**config.mk**
```make
export PLATFORM = sky130hd
export DESIGN_NAME = dcpu_writeback
export DESIGN_NICKNAME = d
export VERILOG_FILES = /design/src/rtl/dcpu_writeback.sv
export SDC_FILE = /design/constraint.sdc
export NUM_CORES = 1
export LEC_CHECK = 0
export BUFFER_PORTS_ARGS = -buffer_cell sky130_fd_sc_hd__buf_2
export CAP_MARGIN = 20
export CELL_PAD_IN_SITES_DETAIL_PLACEMENT = 2
export CELL_PAD_IN_SITES_GLOBAL_PLACEMENT = 2
export CORE_MARGIN = 4
export CORE_UTILIZATION = 23
export DETAILED_ROUTE_END_ITERATION = 16
export PLACE_DENSITY = 0.87
export SETUP_SLACK_MARGIN = 0.4
export SLEW_MARGIN = 20
export SYNTH_ARGS = -nofsm -noshare
export SYNTH_HDL_FRONTEND = slang
export SYNTH_SLANG_ARGS = --single-unit
```
**constraint.sdc**
```tcl
create_clock -name clk -period 3.4 [get_ports clk]
set_input_delay 0.68 -clock clk [delete_from_list [all_inputs] [get_ports clk]]
set_output_delay 0.68 -clock clk [all_outputs]
set_load 0.005 [all_outputs]
```
**src/rtl/dcpu_writeback.sv**
```systemverilog
// dcpu_writeback: DCPU-16 result-commit stage.
// Accepts one ALU result per wb_valid/wb_ready handshake and routes it to the
// register file, SP, PC, O or data memory, or raises skip for IF* opcodes.
// Ports:
//   clk, rst                       rising-edge clock, synchronous active-high reset
//   wb_valid/wb_ready              input handshake (ready only in IDLE)
//   opcode, a_code, a_addr         basic opcode, raw destination code, resolved memory address
//   result, overflow               ALU result and overflow word
//   reg_we/reg_waddr/reg_wdata     register-file write (1-cycle strobe)
//   sp_*/pc_*/o_*                  special-register writes (1-cycle strobes)
//   mem_req/mem_addr/mem_wdata     memory write request, held until mem_ack
//   mem_ack                        memory accepted the write
//   skip                           pulse with wb_done when an IF* condition is false
//   wb_done                        pulse: commit complete
module dcpu_writeback #(
  parameter int unsigned DATA_W = 16,
  parameter int unsigned REG_AW = 3
) (
  input  logic              clk,
  input  logic              rst,
  input  logic              wb_valid,
  output logic              wb_ready,
  input  logic [3:0]        opcode,
  input  logic [5:0]        a_code,
  input  logic [DATA_W-1:0] a_addr,
  input  logic [DATA_W-1:0] result,
  input  logic [DATA_W-1:0] overflow,
  output logic              reg_we,
  output logic [REG_AW-1:0] reg_waddr,
  output logic [DATA_W-1:0] reg_wdata,
  output logic              sp_we,
  output logic [DATA_W-1:0] sp_wdata,
  output logic              pc_we,
  output logic [DATA_W-1:0] pc_wdata,
  output logic              o_we,
  output logic [DATA_W-1:0] o_wdata,
  output logic              mem_req,
  output logic [DATA_W-1:0] mem_addr,
  output logic [DATA_W-1:0] mem_wdata,
  input  logic              mem_ack,
  output logic              skip,
  output logic              wb_done
);

  typedef enum logic [1:0] {IDLE, COMMIT, MEM_WR} state_t;

  state_t state, state_nx;

  // Captured transaction
  logic              do_reg, do_sp, do_pc, do_o, do_mem, is_if, res0;
  logic [REG_AW-1:0] waddr_q;
  logic [DATA_W-1:0] data_q, o_q, addr_q;

  // Destination / opcode decode of the incoming transaction
  logic accept;
  logic op_if, op_nop, op_wr, op_ovf;
  logic dst_reg, dst_sp, dst_pc, dst_o, dst_mem;

  assign accept  = wb_valid && (state == IDLE);
  assign op_if   = (opcode >= 4'hC);
  assign op_nop  = (opcode == 4'h0);
  assign op_wr   = !op_if && !op_nop;
  assign op_ovf  = (opcode >= 4'h2 && opcode <= 4'h5) || opcode == 4'h7 || opcode == 4'h8;

  assign dst_reg = (a_code <= 6'h07);
  assign dst_sp  = (a_code == 6'h1b);
  assign dst_pc  = (a_code == 6'h1c);
  assign dst_o   = (a_code == 6'h1d);
  assign dst_mem = (a_code >= 6'h08 && a_code <= 6'h1a) || a_code == 6'h1e;

  always_ff @(posedge clk) begin
    if (rst) begin
      state   <= IDLE;
      do_reg  <= 1'b0;
      do_sp   <= 1'b0;
      do_pc   <= 1'b0;
      do_o    <= 1'b0;
      do_mem  <= 1'b0;
      is_if   <= 1'b0;
      res0    <= 1'b0;
      waddr_q <= '0;
      data_q  <= '0;
      o_q     <= '0;
      addr_q  <= '0;
    end else begin
      state <= state_nx;
      case (state)
        IDLE: begin
          if (accept) begin
            do_reg  <= op_wr && dst_reg;
            do_sp   <= op_wr && dst_sp;
            do_pc   <= op_wr && dst_pc;
            // Destination O takes the result; otherwise overflow-producing ops write O.
            do_o    <= op_wr && (op_ovf || dst_o);
            do_mem  <= op_wr && dst_mem;
            is_if   <= op_if;
            res0    <= result[0];
            waddr_q <= a_code[REG_AW-1:0];
            data_q  <= result;
            o_q     <= dst_o ? result : overflow;
            addr_q  <= a_addr;
          end
        end
        // O strobe belongs to the first request cycle only. The COMMIT cycle
        // that follows the ack then carries only wb_done, since every other
        // flag is already clear for a memory destination.
        MEM_WR: begin
          do_o <= 1'b0;
          if (mem_ack) do_mem <= 1'b0;
        end
        default: ;
      endcase
    end
  end

  always_comb begin
    state_nx = state;
    wb_ready = 1'b0;
    reg_we   = 1'b0;
    sp_we    = 1'b0;
    pc_we    = 1'b0;
    o_we     = 1'b0;
    mem_req  = 1'b0;
    skip     = 1'b0;
    wb_done  = 1'b0;
    case (state)
      IDLE: begin
        wb_ready = 1'b1;
        if (accept) state_nx = (op_wr && dst_mem) ? MEM_WR : COMMIT;
      end
      COMMIT: begin
        reg_we   = do_reg;
        sp_we    = do_sp;
        pc_we    = do_pc;
        o_we     = do_o;
        skip     = is_if && !res0;
        wb_done  = 1'b1;
        state_nx = IDLE;
      end
      MEM_WR: begin
        mem_req = 1'b1;
        o_we    = do_o;
        if (mem_ack) state_nx = COMMIT;
      end
      default: state_nx = IDLE;
    endcase
  end

  assign reg_waddr = waddr_q;
  assign reg_wdata = data_q;
  assign sp_wdata  = data_q;
  assign pc_wdata  = data_q;
  assign o_wdata   = o_q;
  assign mem_addr  = addr_q;
  assign mem_wdata = data_q;

endmodule

```
==> results.cfg, run 1 <==
[run_status]
outcome = finished, final reports clean

[synth]
yosysWarnings = 0
synthCells = 359
seq_area_frac_synth_pct = 42.12
ys_dominant_reg_cell = dfxtp_1
ys_seq_elements = 58
synth_nets = 424
async_flop_share_pct = 0
synth_area_um2 = 2756
avgSynthCellArea_um2 = 7.678
synth_edf_count = 0
yosysUniqueCellTypes = 32

[clock_tree]
cts_resized = 0
cts.sinks = 58
cts-buffers-inserted = 9
post_cts_buffers = 0
htree_num_levels = 3
cts_hold_buf = 0
cts_tree = yes
cts-root-buf = clkbuf_16
cts_max_path_buffers = 2
clkTransAtPathRegs_ns = 0.05
clock_latency_ns = 0.33

[grt]
grt_use_total_pct = 14.82
grt_pass1_vias = 3104
grt_pass1_wl_mm = 16.28
overflow = 0
grt_max_degree = 61
antenna_found_initial = 1

[timing]
final-setup-viol-count = 0
worstMarginPinSlew_ns = 0.8523
fin_skew_ns = 0.009266
timing.fmax_mhz = 487.4
min_period_over_period_pct = 60.34
rsz0062_at_grt = false
hold_viol = 0
timing.final.crit_period_ns = 2.052
tns_ns = 0
slew_viol_final = 0
slew_headroom_pct = 43.12

[job]
maxCapViolCount = 0

[drt]
ant_nets = 0
vias_per_cell = 4.631
drtPass1Iterations = 4
wl_per_cell_um = 16.52
wl_mm = 10.17
drtIter0Drc = 119
remaining_drc_errors = 0
vias = 2853

[critical_path]
crit_type = reg -> reg
cp-end-kind = flip-flop
cp_data_required_time_ns = 3.63
critPathMaxFanout = 56
start_kind = flip-flop
arrival_ns = 2.28

[layout]
layout_commonest_cell = buf_2
fin_cells = 616
diodes = 0
fill_cells = 1379
final_util_pct = 31.34
drive_gt1_share_pct = 40.17
finalNetCount = 533
final_cell_mix = 167 x buf_2, 109 x nand2_1, 58 x dfxtp_1, 40 x a21oi_1, 24 x nor2_1
syn_to_final_growth_pct = 31.50

[placement]
portBuffers = 168
place.gp.congestion = 0.7846
dpl.cell_count = 600
dp_hpwl_mm = 7.522

[min_path]
hold_class = reg -> reg

[floorplanning]
die_h_um = 117.5
num_io_pins = 169
start_util_pct = 23.83
die_w_um = 117.5
core_area_um2 = 11560
die_area_um2 = 13800
rows = 39

[power]
irDropWorstVdd_mv = 0.2777
power_density_nw_per_um2 = 565.2
power_leakage_uw = 0.001799
synth_stat cells, drive strengths merged (2+ instances only):
cell type | number | area, µm²
buf | 56 | 416.6
nor3 | 5 | 25.02
a311oi | 17 | 148.9
and2 | 5 | 31.28
nand2 | 110 | 412.9
nor4 | 2 | 18.77
a21oi | 40 | 200.2
nand2b | 2 | 12.51
inv | 2 | 7.510
nand3 | 2 | 10.01
clkbuf | 16 | 60.06
ha | 3 | 37.54
dfxtp | 58 | 1161
nand4b | 2 | 17.52
nor2b | 3 | 18.77
nor2 | 25 | 96.35
through the flow:
stage	area (µm²)	setup slack, ns	hold WS, ns	power [µW]
2_1_floorplan	2756	1.673	0.4273	1015
3_3_place_gp	3318	1.205	0.4407	1136
3_5_place_dp	3318	1.111	0.4540	1157
4_1_cts	3622	1.244	0.4619	2104
5_1_grt	3625	1.063	0.4781	2179
6_report	3625	1.348	0.4548	2049
worst paths after layout:
check,from,end,slack (ns),cells after the start
max,state[0],o_wdata[1],1.35,6
min,mem_addr[11],mem_addr[11],0.45,2
max reg2reg,state[0],o_wdata[1],1.35,6
min reg2reg,mem_addr[11],mem_addr[11],0.45,2
cells by family after synthesis:
group                    Yosys count  share of synthesized area [%]
AO/OA/AOI/OAI                     65                          14.84
adder cells (fa/ha/maj)            3                          1.362
buffers and inverters             74                          17.57
flip-flops                        58                          42.12
AND/OR/NAND/NOR                  159                          24.10
final cells by class:
| class | instances | area [µm²] | area share, % |
|---|---|---|---|
| clock inverter | 6 | 65.06 | 1.795 |
| multi-input combinational | 227 | 1115 | 30.76 |
| timing repair buffer | 170 | 858.3 | 23.68 |
| clock buffer | 10 | 239.0 | 6.593 |
| sequential | 58 | 1161 | 32.03 |
| inverter | 2 | 7.507 | 0.2071 |
| tap | 143 | 178.9 | 4.936 |
routing by layer:
layer	part of all wire (%)	up-vias	GRT usage, %
met5	0.17	-	0
met4	1.2	2	4.396
met3	8.9	12	6.391
met2	52	118	27.20
met1	38	1367	15.27
li1	-	1354	-
power breakdown:
group          switching, µW  internal [µW]
clock                    331            588
sequential              40.3            739
combinational            201            150
total                    572           1480
critical path, cell delays in order (launching register included):
cell and delay [ns]:
dfxtp_1 0.33, inv_1 0.09, ha_1 0.26, and2_2 0.36, buf_4 0.53, nor2_1 0.08
a311oi_1 0.27
(Power assumes the default switching activity.)
==> run 2: changes to the inputs <==
--- a/config.mk
+++ b/config.mk
@@ -5,14 +5,15 @@
 export SDC_FILE = /design/constraint.sdc
 export NUM_CORES = 1
 export LEC_CHECK = 0
+export ABC_AREA = 1
 export BUFFER_PORTS_ARGS = -buffer_cell sky130_fd_sc_hd__buf_2
 export CAP_MARGIN = 20
 export CELL_PAD_IN_SITES_DETAIL_PLACEMENT = 2
 export CELL_PAD_IN_SITES_GLOBAL_PLACEMENT = 2
 export CORE_MARGIN = 4
-export CORE_UTILIZATION = 23
+export CORE_UTILIZATION = 22
 export DETAILED_ROUTE_END_ITERATION = 16
-export PLACE_DENSITY = 0.87
+export PLACE_DENSITY = 0.84
 export SETUP_SLACK_MARGIN = 0.4
 export SLEW_MARGIN = 20
 export SYNTH_ARGS = -nofsm -noshare
==> constraint.sdc (replaced) <==
create_clock -name clk -period 2.12 [get_ports clk]
set_input_delay 0.424 -clock clk [delete_from_list [all_inputs] [get_ports clk]]
set_output_delay 0.424 -clock clk [all_outputs]
set_load 0.005 [all_outputs]
==> run 2 against run 1 <==
  * Clock skew decreased by 0.0052 ns
  * Sequential power up 64%
  * Clock power increased by 86%
  * Setup slack lost 0.90 ns
  * Sequential share of layout area fell by 2.1 points
  * Largest cell class unchanged
==> results.cfg, run 2 <==
[timing]
tns_ns = 0
min_period_over_period_pct = 79.00
fin_ws_ns = 0.4452
rsz0062_at_grt = true
fin_skew_ns = 0.004054
worstMarginPinSlew_ns = 0.4249
final-setup-viol-count = 0
timing.final.crit_period_ns = 1.675
slew_viol_final = 0
hold_viol = 0
timing.fmax_mhz = 597.1
slew_headroom_pct = 71.65
hold_slack_ns = 0.3598

[power]
power_frac_comb_pct = 17.8
p_int_uw = 2698
power_density_nw_per_um2 = 934.2
irDropWorstVdd_mv = 0.2372
power_leakage_uw = 0.002098
power_frac_seq_pct = 35.2
p_sw_uw = 930.0
p_clk_share_pct = 47.0
swShare_pct = 25.63

[critical_path]
critPathMaxFanout = 3
cp_data_required_time_ns = 1.70
crit_type = reg -> out
r2r_slack_ns = 0.56
arrival_ns = 1.25
cp_slowest_cell = dfxtp_2
start_kind = flip-flop
path_cells = inv_1 > ha_1 > nand2_1 > inv_1 > buf_2
slowest_delay_ns = 0.34
cp-end-kind = output port
cpMostUsedCell = inv_1

[clock_tree]
cts_max_path_buffers = 2
clkTransAtPathRegs_ns = 0.05
cts-buffers-inserted = 9
post_cts_buffers = 0
cts_tree = yes
clock_latency_ns = 0.32
cts.sinks = 58
cts-root-buf = clkbuf_16
htree_num_levels = 3
cts_hold_buf = 0

[layout]
syn_to_final_growth_pct = 35.84
drive_gt1_share_pct = 39.22
fill_cells = 1534
final_cell_mix = 168 x buf_2, 76 x nor2_1, 56 x dfxtp_1, 53 x o21ai_0, 42 x nand2_1
finalNetCount = 570
fin_cells = 682
diodes = 0
multiInputGateArea_um2 = 1112
register_area_um2 = 1164
layout_commonest_cell = buf_2

[floorplanning]
num_io_pins = 169
die_w_um = 122.0
start_util_pct = 22.56
core_area_um2 = 12670
die_area_um2 = 14880
rows = 41
die_h_um = 122.0

[placement]
dp_hpwl_mm = 8.007
portBuffers = 168
dp_slack_ns = 0.3552
dpl.cell_count = 666
place.gp.congestion = 0.7486

[drt]
wl_per_cell_um = 15.36
drtPass1Iterations = 4
remaining_drc_errors = 0
vias = 2967
drtIter0Drc = 99
vias_per_cell = 4.350
wl_mm = 10.48
ant_nets = 0

[synth]
synth_area_leader_cell = dfxtp_1
ys_dominant_reg_cell = dfxtp_1
synth_nets = 456
synth_area_um2 = 2859
synth.area.top_cells = dfxtp_1 41%, buf_4 13%, nor2_1 10%
synth_edf_count = 0
synth_commonest_cells = 76 x nor2_1, 58 x dfxtp_1, 53 x o21ai_0
yosysWarnings = 0
async_flop_share_pct = 0
synth_most_common_cell = nor2_1
synthCells = 391
ys_seq_elements = 58
yosysUniqueCellTypes = 26
avgSynthCellArea_um2 = 7.312
synth_top_area_share_pct = 40.61
seq_area_frac_synth_pct = 40.61

[grt]
overflow = 0
antenna_found_initial = 1
grt_use_total_pct = 13.73
grt_max_degree = 58
grt_pass1_wl_mm = 16.07
grt_pass1_vias = 3238

[job]
maxCapViolCount = 0

[run_status]
outcome = finished, final reports clean

[min_path]
hold_class = in -> reg
run 2: worst max-delay path, delay by kind of cell (launching register included):
family        cells  cell delay [ns]
simple gates      1             0.08
fa+ha+maj         1             0.29
flops             1             0.34
buf+inv           3             0.22
run 2: kinds of logic after synthesis:
group / count (synthesis) / synth area share, %
fa+ha+maj: 3 / 1.313
compound gates: 97 / 18.73
simple gates: 131 / 18.69
flops: 58 / 40.61
buf+inv: 102 / 20.66
run 2: path summary, 6_finish.rpt:
check                           depth (start not counted)         from           end
worst max register to register                          8     state[1]   o_wdata[15]
worst min-delay path                                    3   a_addr[15]  mem_addr[15]
worst min register to register                          2  mem_addr[0]   mem_addr[0]
worst max-delay path                                    5     state[1]          o_we
run 2: cell type report:
class                           count  area share (%)
Sequential cell                    58           29.96
Multi-Input combinational cell    231           28.64
Timing Repair Buffer              172           23.49
Clock buffer                       11           6.508
Tap cell                          172           5.541
Inverter                           33           3.286
Clock inverter                      5           2.577
run 2: power groups by stage:
stage / clock network [µW] / registers [µW] / logic (µW)
final: 1710 / 1280 / 646
after global routing: 1800 / 1290 / 735
after CTS: 1760 / 1280 / 665
after detailed placement: 0 / 1300 / 659
after global placement: 0 / 1290 / 626
after floorplan: 0 / 1300 / 398
run 2: what timing repair did:
| item | in CTS | in global routing |
|---|---|---|
| endpoints found under the setup margin | 9 | 19 |
| pin swaps | 0 | 1 |
| resized for setup | 2 | 5 |
run 2: layer usage:
layer | share of wire [%] | wire (µm) | GRT usage [%]
met1 | 39 | 4131 | 15.11
met5 | 0.076 | 8 | 0
met4 | 0.74 | 77 | 4.482
met3 | 8.6 | 896 | 4.178
met2 | 51 | 5361 | 25.07
run 2: metrics by stage:
step                      power, µW  cell area, µm²  utilization (%)
after floorplan                1697            2859                -
after global placement         1916            3520            27.78
after detailed placement       1958            3520            27.78
after CTS                      3706            3877            30.60
after global routing           3828            3884            30.65
final                          3628            3884            30.65
==> run 3: changes to the inputs <==
--- a/config.mk
+++ b/config.mk
@@ -11,9 +11,9 @@
 export CELL_PAD_IN_SITES_DETAIL_PLACEMENT = 2
 export CELL_PAD_IN_SITES_GLOBAL_PLACEMENT = 2
 export CORE_MARGIN = 4
-export CORE_UTILIZATION = 22
+export CORE_UTILIZATION = 20
 export DETAILED_ROUTE_END_ITERATION = 16
-export PLACE_DENSITY = 0.84
+export PLACE_DENSITY = 0.81
 export SETUP_SLACK_MARGIN = 0.4
 export SLEW_MARGIN = 20
 export SYNTH_ARGS = -nofsm -noshare
==> constraint.sdc (replaced) <==
create_clock -name clk -period 1.51 [get_ports clk]
set_input_delay 0.302 -clock clk [delete_from_list [all_inputs] [get_ports clk]]
set_output_delay 0.302 -clock clk [all_outputs]
set_load 0.005 [all_outputs]
==> run 3 against run 2 <==
  * Total power up 71%
  * Die area is 9.3% higher
  * Critical path depth unchanged
  * Cell count grew 11%
  * Non-clock buffer count is 69 higher
  * The flow now finishes with violations (negative setup slack)
  * Sequential power grew 48%
  * Core utilization grew 12 points
  * Hold slack got worse by 0.15 ns
  * Global-route usage rose by 3.2 points
  * Combinational power rose to 3.3 times the previous value
  * Count of clock-buffer cells in the layout up 3
  * Routed wire length up 40%
==> results.cfg, run 3 (synthesized netlist as in run 2, its figures left out) <==
[timing]
worstMarginPinSlew_ns = 0.2786
hold_slack_ns = 0.2130
timing.final.crit_period_ns = 1.516
fin_ws_ns = -0.006250
slew_viol_final = 0
timing.fmax_mhz = 659.5
final-setup-viol-count = 1
rsz0062_at_grt = true
hold_viol = 0
fin_skew_ns = 0.009226
min_period_over_period_pct = 100.4
slew_headroom_pct = 81.41

[power]
irDropWorstVdd_mv = 0.4805
power_leakage_uw = 0.002790
p_clk_share_pct = 35.8
power_density_nw_per_um2 = 1045
p_int_uw = 4407
power_frac_comb_pct = 33.8
power_frac_seq_pct = 30.4
p_sw_uw = 1801
swShare_pct = 29.01

[layout]
diodes = 0
layout_commonest_cell = buf_2
fill_cells = 1458
drive_gt1_share_pct = 74.39
register_area_um2 = 1275
syn_to_final_growth_pct = 107.7
multiInputGateArea_um2 = 1702
final_util_pct = 42.61
finalNetCount = 639
final_cell_mix = 94 x buf_2, 82 x buf_6, 42 x buf_4, 39 x o21ai_2, 37 x nand2_1
final_area_um2 = 5938

[min_path]
hold_class = in -> reg
holdPathStages = 3

[floorplanning]
num_io_pins = 169
die_h_um = 127.6
die_w_um = 127.6
rows = 43
start_util_pct = 20.52
die_area_um2 = 16270
core_area_um2 = 13930

[critical_path]
crit_cells = 5
cpLargestDelayFamily = flip-flops
cp_data_required_time_ns = 1.21
path_cells = inv_4 > ha_4 > nand2_2 > inv_1 > buf_2
path_buf_inv = 3
start_kind = flip-flop
arrival_ns = 1.21
cp_slowest_cell = dfxtp_2
crit_type = reg -> out
cp-end-kind = output port
critPathMaxFanout = 3
reg2reg_depth = 9
slowest_delay_ns = 0.36

[grt]
busiest_layer = met2
use_met3_pct = 3.763
grt_use_met1_pct = 18.76
overflow = 0
grt_pass1_vias = 3606
grt_use_total_pct = 16.94
grt_max_degree = 43
grt_pass1_wl_mm = 20.89
grt_use_met2_pct = 32.08
antenna_found_initial = 0

[job]
maxCapViolCount = 0

[run_status]
violations = negative setup slack
outcome = finished, violations left

[clock_tree]
htree_num_levels = 3
cts_hold_buf = 0
clock_latency_ns = 0.33
cts_max_path_buffers = 2
cts_tree = yes
cts-root-buf = clkbuf_16
clkTransAtPathRegs_ns = 0.06
cts.sinks = 58
cts-buffers-inserted = 9

[drt]
vias = 3367
vias_per_cell = 4.442
ant_nets = 0
wl_mm = 14.62
wl_per_cell_um = 19.29
drtIter0Drc = 93
drtPass1Iterations = 4
remaining_drc_errors = 0

[placement]
place.gp.congestion = 0.7574
dp_hpwl_mm = 7.975
portBuffers = 168
dpl_cell_area_um2 = 3590
==> run 3: changes by cell type in the layout (fill, tap and decap cells not counted), moves of 17 or more <==
| cell | before | now |
|---|---|---|
| nor2_4 | 1 | 28 |
| buf_6 | 1 | 82 |
| a21oi_1 | 24 | 7 |
| dfxtp_4 | 0 | 19 |
| dfxtp_2 | 2 | 34 |
| dfxtp_1 | 56 | 5 |
| o21ai_2 | 0 | 39 |
| nor2_1 | 76 | 35 |
| buf_2 | 168 | 94 |
| buf_4 | 0 | 42 |
| o21ai_0 | 53 | 8 |
==> run 3: power groups by stage <==
stage	sequential, µW	combinational [µW]	clock (µW)
floorplan	1830	606	0
global placement	1820	908	0
detailed placement	1830	949	0
CTS	1890	1840	2260
global route	1910	2240	2340
finish	1890	2100	2220
==> run 3: final timing paths <==
| check | start | to | slack [ns] |
|---|---|---|---|
| min reg2reg | do_pc | do_pc | 0.49 |
| min | a_addr[12] | mem_addr[12] | 0.21 |
| max | state[1] | o_we | -0.006 |
| max reg2reg | state[1] | mem_wdata[8] | 0.01 |
==> run 3: routing by layer <==
layer	up-vias	wire [µm]
li1	1583	-
met1	1645	5529
met2	121	8212
met3	18	646
met4	0	232
met5	-	0
==> run 3: what timing repair did <==
| action | CTS | global route |
|---|---|---|
| resized for setup | 307 | 59 |
| endpoints found under the setup margin | 136 | 155 |
| pin swaps | 40 | 12 |
| cloned | 13 | 0 |
| setup buffers | 26 | 26 |
==> run 3: tightest hold or removal path, delay by kind of cell <==
family	cells	cell delay, ns
buffers and inverters	1	0.09
AND/OR/NAND/NOR	1	0.06
AO/OA/AOI/OAI	1	0.05
==> run 3: cell type report <==
cell class | instances | area share, %
inverter | 33 | 2.402
tap | 180 | 3.793
sequential | 58 | 21.47
timing repair buffer | 241 | 38.22
multi-input combinational | 231 | 28.66
clock inverter | 1 | 0.5057
clock buffer | 14 | 4.952
==> run 3: metrics by stage <==
step / TNS [ns] / cells / total power (µW) / setup WS, ns
after global placement: 0 / 678 / 2723 / 0.1921
after detailed placement: 0 / 678 / 2776 / 0.1081
after CTS: -0.008242 / 732 / 5991 / -0.008242
final: -0.006250 / 758 / 6208 / -0.006250
after floorplan: 0 / 391 / 2432 / 0.3189
after global routing: -0.2338 / 758 / 6500 / -0.05039
